File: src/rtl/down_counter18.sv
// Down counter with modulus MAXV+1, synchronous load with clamping, one-shot or
// auto-reload wrap, a terminal-count pulse, a done handshake and a decimal split
// of the count value.
module down_counter18 #(
  parameter int unsigned MAXV = 17
) (
  input  logic       clk,
  input  logic       clr,
  input  logic       ld,
  input  logic [4:0] data,
  input  logic       en,
  input  logic       mode,
  input  logic       ack,
  output logic [4:0] counter,
  output logic       tc,
  output logic       busy,
  output logic       done,
  output logic       tens,
  output logic [3:0] ones
);

  localparam logic [4:0] MaxCnt = 5'(MAXV);

  localparam logic [1:0] StIdle = 2'd0;
  localparam logic [1:0] StRun  = 2'd1;
  localparam logic [1:0] StDone = 2'd2;

  logic [1:0] state_q, state_d;
  logic [4:0] counter_d;
  logic       tc_d;
  logic       done_d;
  logic [4:0] load_val;

  // Clamp the load value so the count can never exceed MAXV.
  always_comb begin
    load_val = (data > MaxCnt) ? MaxCnt : data;
  end

  // Next-state logic; load overrides every state, tc is a single-cycle pulse.
  always_comb begin
    state_d   = state_q;
    counter_d = counter;
    tc_d      = 1'b0;
    done_d    = done;
    if (ld) begin
      state_d   = StRun;
      counter_d = load_val;
      done_d    = 1'b0;
    end else begin
      unique case (state_q)
        StIdle: begin
          // Idle ignores en and ack; only a load restarts counting.
        end
        StRun: begin
          if (en) begin
            if (counter != 5'd0) begin
              counter_d = counter - 5'd1;
            end else if (mode) begin
              // mode is only looked at here, so mid-count changes hit the next wrap.
              counter_d = MaxCnt;
              tc_d      = 1'b1;
            end else begin
              state_d = StDone;
              done_d  = 1'b1;
              tc_d    = 1'b1;
            end
          end
        end
        StDone: begin
          if (ack) begin
            state_d = StIdle;
            done_d  = 1'b0;
          end
        end
        default: begin
          // Unreachable encoding: recover to idle.
          state_d = StIdle;
          done_d  = 1'b0;
        end
      endcase
    end
  end

  // State registers with asynchronous active-high clear.
  always_ff @(posedge clk or posedge clr) begin
    if (clr) begin
      state_q <= StIdle;
      counter <= 5'd0;
      tc      <= 1'b0;
      done    <= 1'b0;
    end else begin
      state_q <= state_d;
      counter <= counter_d;
      tc      <= tc_d;
      done    <= done_d;
    end
  end

  // Status and decimal digit outputs decoded from registered state.
  always_comb begin
    busy = (state_q == StRun);
    tens = (counter >= 5'd10);
    ones = tens ? 4'(counter - 5'd10) : counter[3:0];
  end

endmodule

File: config.mk
export PLATFORM = sky130hd
export DESIGN_NAME = down_counter18
export DESIGN_NICKNAME = d
export VERILOG_FILES = /design/src/rtl/down_counter18.sv
export SDC_FILE = /design/constraint.sdc
export NUM_CORES = 1
export LEC_CHECK = 0
export ABC_CLOCK_PERIOD_IN_PS = 4600
export BUFFER_PORTS_ARGS = -buffer_cell sky130_fd_sc_hd__buf_2
export CAP_MARGIN = 0
export CORE_AREA = 2 2 39 41
export DETAILED_ROUTE_END_ITERATION = 10
export DIE_AREA = 0 0 41 43
export GPL_TIMING_DRIVEN = 0
export PLACE_DENSITY_LB_ADDON = 0.3
export SLEW_MARGIN = 20
export SYNTH_ARGS = -nofsm -noshare
export SYNTH_HDL_FRONTEND = slang
export SYNTH_SLANG_ARGS = --single-unit
File: constraint.sdc
create_clock -name clk -period 4.6 [get_ports clk]
set_input_delay 0.92 -clock clk [delete_from_list [all_inputs] [get_ports clk]]
set_output_delay 0.92 -clock clk [all_outputs]
set_load 0.01 [all_outputs]
# ---- After elaboration in Yosys (flattened, before gate mapping)
# Cells that the tools add are included.
dict set report op_classes {
  mux 23
  n_lt_le_gt_ge 2
  reduce_logical 7
  add_sub_neg 2
  n_eq_ne 7
}
# operator count
set op_table {}
lappend op_table {{5-bit two-way mux} 6}
lappend op_table {{3-bit inequality test, second input constant} 4}
lappend op_table {{2-bit two-way mux} 5}
lappend op_table {{1-bit two-way mux} 9}
lappend op_table {{2-bit case mux with 3 select lines} 1}
lappend op_table {{5-bit by 4-bit greater-or-equal comparator with 1-bit output, second input constant} 1}
lappend op_table {{5-bit > comparator, second input constant} 1}
lappend op_table {{5-bit AND reduction} 1}
lappend op_table {{5-bit nonzero test} 1}
lappend op_table {{5-bit by 1-bit subtractor with 5-bit output, second input constant} 1}
lappend op_table {{4-bit two-way mux} 1}
lappend op_table {{2-bit nonzero test} 2}
lappend op_table {{4-bit subtractor, second input constant} 1}
lappend op_table {{1-bit case mux with 3 select lines} 1}
lappend op_table {{3-bit AND reduction} 1}
lappend op_table {{3-bit nonzero test} 1}
lappend op_table {{2-bit by 1-bit equality test with 1-bit output, second input constant} 1}
lappend op_table {{2-bit equality test, second input constant} 1}
lappend op_table {{2-bit logical NOT} 1}
lappend op_table {{2-bit inequality test, second input constant} 1}
dict set report totals {
  in_bits 11
  reg_bits 9
}

# ---- Longest topological paths before layout
dict set report logic_depth {
  ltp_word 5
  mapped_depth 6
}

# ---- Least setup slack after synthesis
# Ideal clock, no wire load.
dict set report synth_timing {
  path_kind {flip-flop to output port}
  start {register counter[1]}
  end {output port ones[2]}
  slack_ps 2261
  arrival_time_ps 1419
  path_stages_with_launch 6
  n_path_buf 0
  cell_sequence {dfrtp_1 > inv_1 > ha_1 > o21ai_0 > a21oi_1 > mux2i_1}
}
dict set report synth_between {
  elab_chain_len 2
  word_cells_on_any_way 3
  cone_classes {add/sub (1); order compare (1); mux (1)}
}
# element line
set synth_rtl {}
lappend synth_rtl {{from (decl)} 14} ;# output logic [4:0] counter,
lappend synth_rtl {{from (signal assigned)} 93} ;# counter <= counter_d;
lappend synth_rtl {{4-bit subtractor or 5-bit by 4-bit greater-or-equal comparator with 1-bit output (tied branches)} {103, 102}}
lappend synth_rtl {{4-bit two-way mux *} 103} ;# ones = tens ? 4'(counter - 5'd10) : counter[3:0];
lappend synth_rtl {{to (decl)} 19} ;# output logic [3:0] ones
# Every way passes the cells marked *; elsewhere a longest branch is shown, timed or not.

# ---- Worst setup path after layout
dict set report layout_timing {
  start {register counter[2]}
  end {output port ones[2]}
}
# The elaborated chain is that of the path after synthesis.

==> out/qor.yml <==
setup_path:
  critPathCaptureType: "output pin"
  worstRegToRegCells: 6
  worst-setup-path-type: "reg -> out"
  r2r_setup_slack_ps: 2830
  crit_path_max_fanout: 6
  cp.required_ps: 3680
  startpoint_type: "flop"
  cp.arrival_ps: 1840
synth:
  synth.area.top_cells: "dfrtp_1 34%, ha_1 8.5%, mux2i_1 6.8%"
  syn_nets: 82
  synth_seq_area_share: 0.3412
  synth_top_area_frac: 0.3412
  yosys.area.top_type: "dfrtp_1"
  postSynthAreaPerCell_um2: 8.758
  synth.distinct_cells: 26
  ys_warn_count: 0
  ys_ff_latch: 8
  syn-cell-area_um2: 586.8
  syn_inst: 67
sta:
  relSlewSlack: 0.6844
  hold_viol: 0
  rsz0062_at_grt: "no"
  setup_viol: 0
  finalSetupTns_ps: 0
  drv_slew: 0
  min_period_ps: 2764
  max_freq_mhz: 361.8
  worst-slew-pin-transition_ps: 466.8
  finalCritPeriodShare: 0.6008
  fin_skew_ps: 4.472
clock_tree:
  clkLatencyLatePin_ps: 260
  cts_buffers: 3
  cts_tree: "built"
  cts_root_buf: "clkbuf_4"
  cts_hold_buffers: 0
  htree_levels: 1
  cts_setup_buffers: 0
  path_clk_slew_ps: 60
  cts_num_sinks: 8
  post_cts_resized: 0
  max-clock-path-buffers: 2
global_route:
  grt_pass1_vias: 465
  grt-ovfl-total: 0
  antenna_found_initial: 0
  grt_max_degree: 10
  grt_pass1_wl_mm: 2.063
  grt_usage: 0.1721
finish:
  register_area_um2: 200.2
  area_delta_synth_final_pct: 26.87
  diodes: 0
  final_common_cell: "buf_2"
  drive_gt1_frac: 0.3333
  fill_cells: 139
  final_nets: 110
  most-common-layout-cells: "23 x buf_2, 8 x inv_1, 8 x dfrtp_1, 6 x nor2_1, 6 x nand2_1"
  multi_input_area_um2: 337.8
power:
  clockPowerShare: 0.236
  power.density_nw_per_um2: 321.1
  combPwrFrac: 0.402
  p_int_uw: 152.2
  p_switching_uw: 86.88
  switching_share: 0.3634
  p_seq_frac: 0.362
  vdd_drop_max_uv: 153.1
  power_uw: 239.0
  p_leak_nw: 0.3776
drt:
  dr.pass1.iters: 4
  detail-route-antenna-nets: 0
  wl_per_cell_um: 11.43
  drt-initial-drc-count: 16
  routed_via_density: 5.092
  vias: 555
  routed_wl_mm: 1.246
  drcViolationCount: 0
job:
  max_cap_viol_count: 0
min_path:
  hold_path_class: "in -> async"
die:
  die_h_um: 43
  ios: 24
  die_area_um2: 1763
  start_util: 0.4241
  die_x_um: 41
  core_um2: 1384
  rows: 14
place:
  gp_congestion: 0.7881
  hpwl_um: 986.6
  port_buffers: 23
outcome:
  status: "finished, final reports clean"
path summary, 6_finish.rpt:
check,start,to
worst min register to register,done,done
max in group asynchronous,clr,counter[0]
worst max-delay path,counter[2],ones[2]
min in group clk,done,done
worst max register to register,counter[1],counter[0]
worst min-delay path,clr,counter[2]
through the flow:
step	worst slack, ps	util	cell area [um^2]	hold slack [ps]	std cells
finish	1836	0.5380	744.5	604.1	109
global route	1666	0.5380	744.5	640.8	109
floorplan	2261	-	586.8	596.7	67
detailed placement	2099	0.5217	721.9	591.1	106
global placement	2182	0.5217	721.9	579.3	106
CTS	1813	0.5380	744.5	612.2	109
power by group through the flow:
| stage | clock network [mW] | logic, mW | registers [mW] |
|---|---|---|---|
| floorplan | 0 | 0.0607 | 0.0898 |
| global route | 0.0616 | 0.110 | 0.0885 |
| finish | 0.0563 | 0.0962 | 0.0865 |
| detailed placement | 0 | 0.0972 | 0.0879 |
| CTS | 0.0575 | 0.0974 | 0.0867 |
| global placement | 0 | 0.0947 | 0.0875 |
per-layer routing:
metal | part of all wire | wire, um | track usage
met1 | 0.47 | 582 | 0.2442
met2 | 0.47 | 588 | 0.2531
met3 | 0.041 | 51 | 0.03141
met4 | 0.018 | 23 | 0.06000
met5 | 0 | 0 | 0
flip-flops by register name (all words and copies together), names as in the netlist:
register and count:
tc 1, counter 5, done 1, state_q 1
synthesized netlist by cell type:
cell      n
nor2_4    1
o31a_1    3
buf_6     1
dfrtp_1   8
a22oi_1   1
xnor2_1   1
mux2i_1   4
or4b_4    1
nor4b_1   1
nand3_1   1
o311ai_0  1
a21o_1    1
buf_4     1
nor2_1    6
inv_1     8
o21ai_0   4
and3b_1   1
nor2b_1   1
nand2_1   6
a21oi_1   4
nor3_1    4
and2b_1   1
o21ai_2   1
nand3b_1  1
nand2b_1  1
ha_1      4
cell families (layout without fill, tap and decap cells):
kind of cell	count (synthesis)	in the layout	synth area share
multiplexers	4	4	0.06823
adder cells (fa/ha/maj)	4	4	0.08529
flip-flops	8	8	0.3411
buffers and inverters	10	36	0.08316
XOR/XNOR	1	1	0.01493
AO/OA/AOI/OAI	15	15	0.1685
AND/OR/NAND/NOR	25	25	0.2388
worst max-delay path, cell delays in order, from the launching register on:
cell and delay [ps]:
dfrtp_1 430, inv_1 150, ha_1 230, o21ai_0 100
a21oi_1 310, mux2i_1 230, buf_2 150
area by class of cell:
class	instances	share of cell area
Multi-Input combinational cell	49	0.4538
Tap cell	16	0.02689
Buffer	2	0.02521
Inverter	8	0.04034
Sequential cell	8	0.2689
Clock buffer	3	0.03025
Timing Repair Buffer	23	0.1546
(Power assumes the default switching activity.)
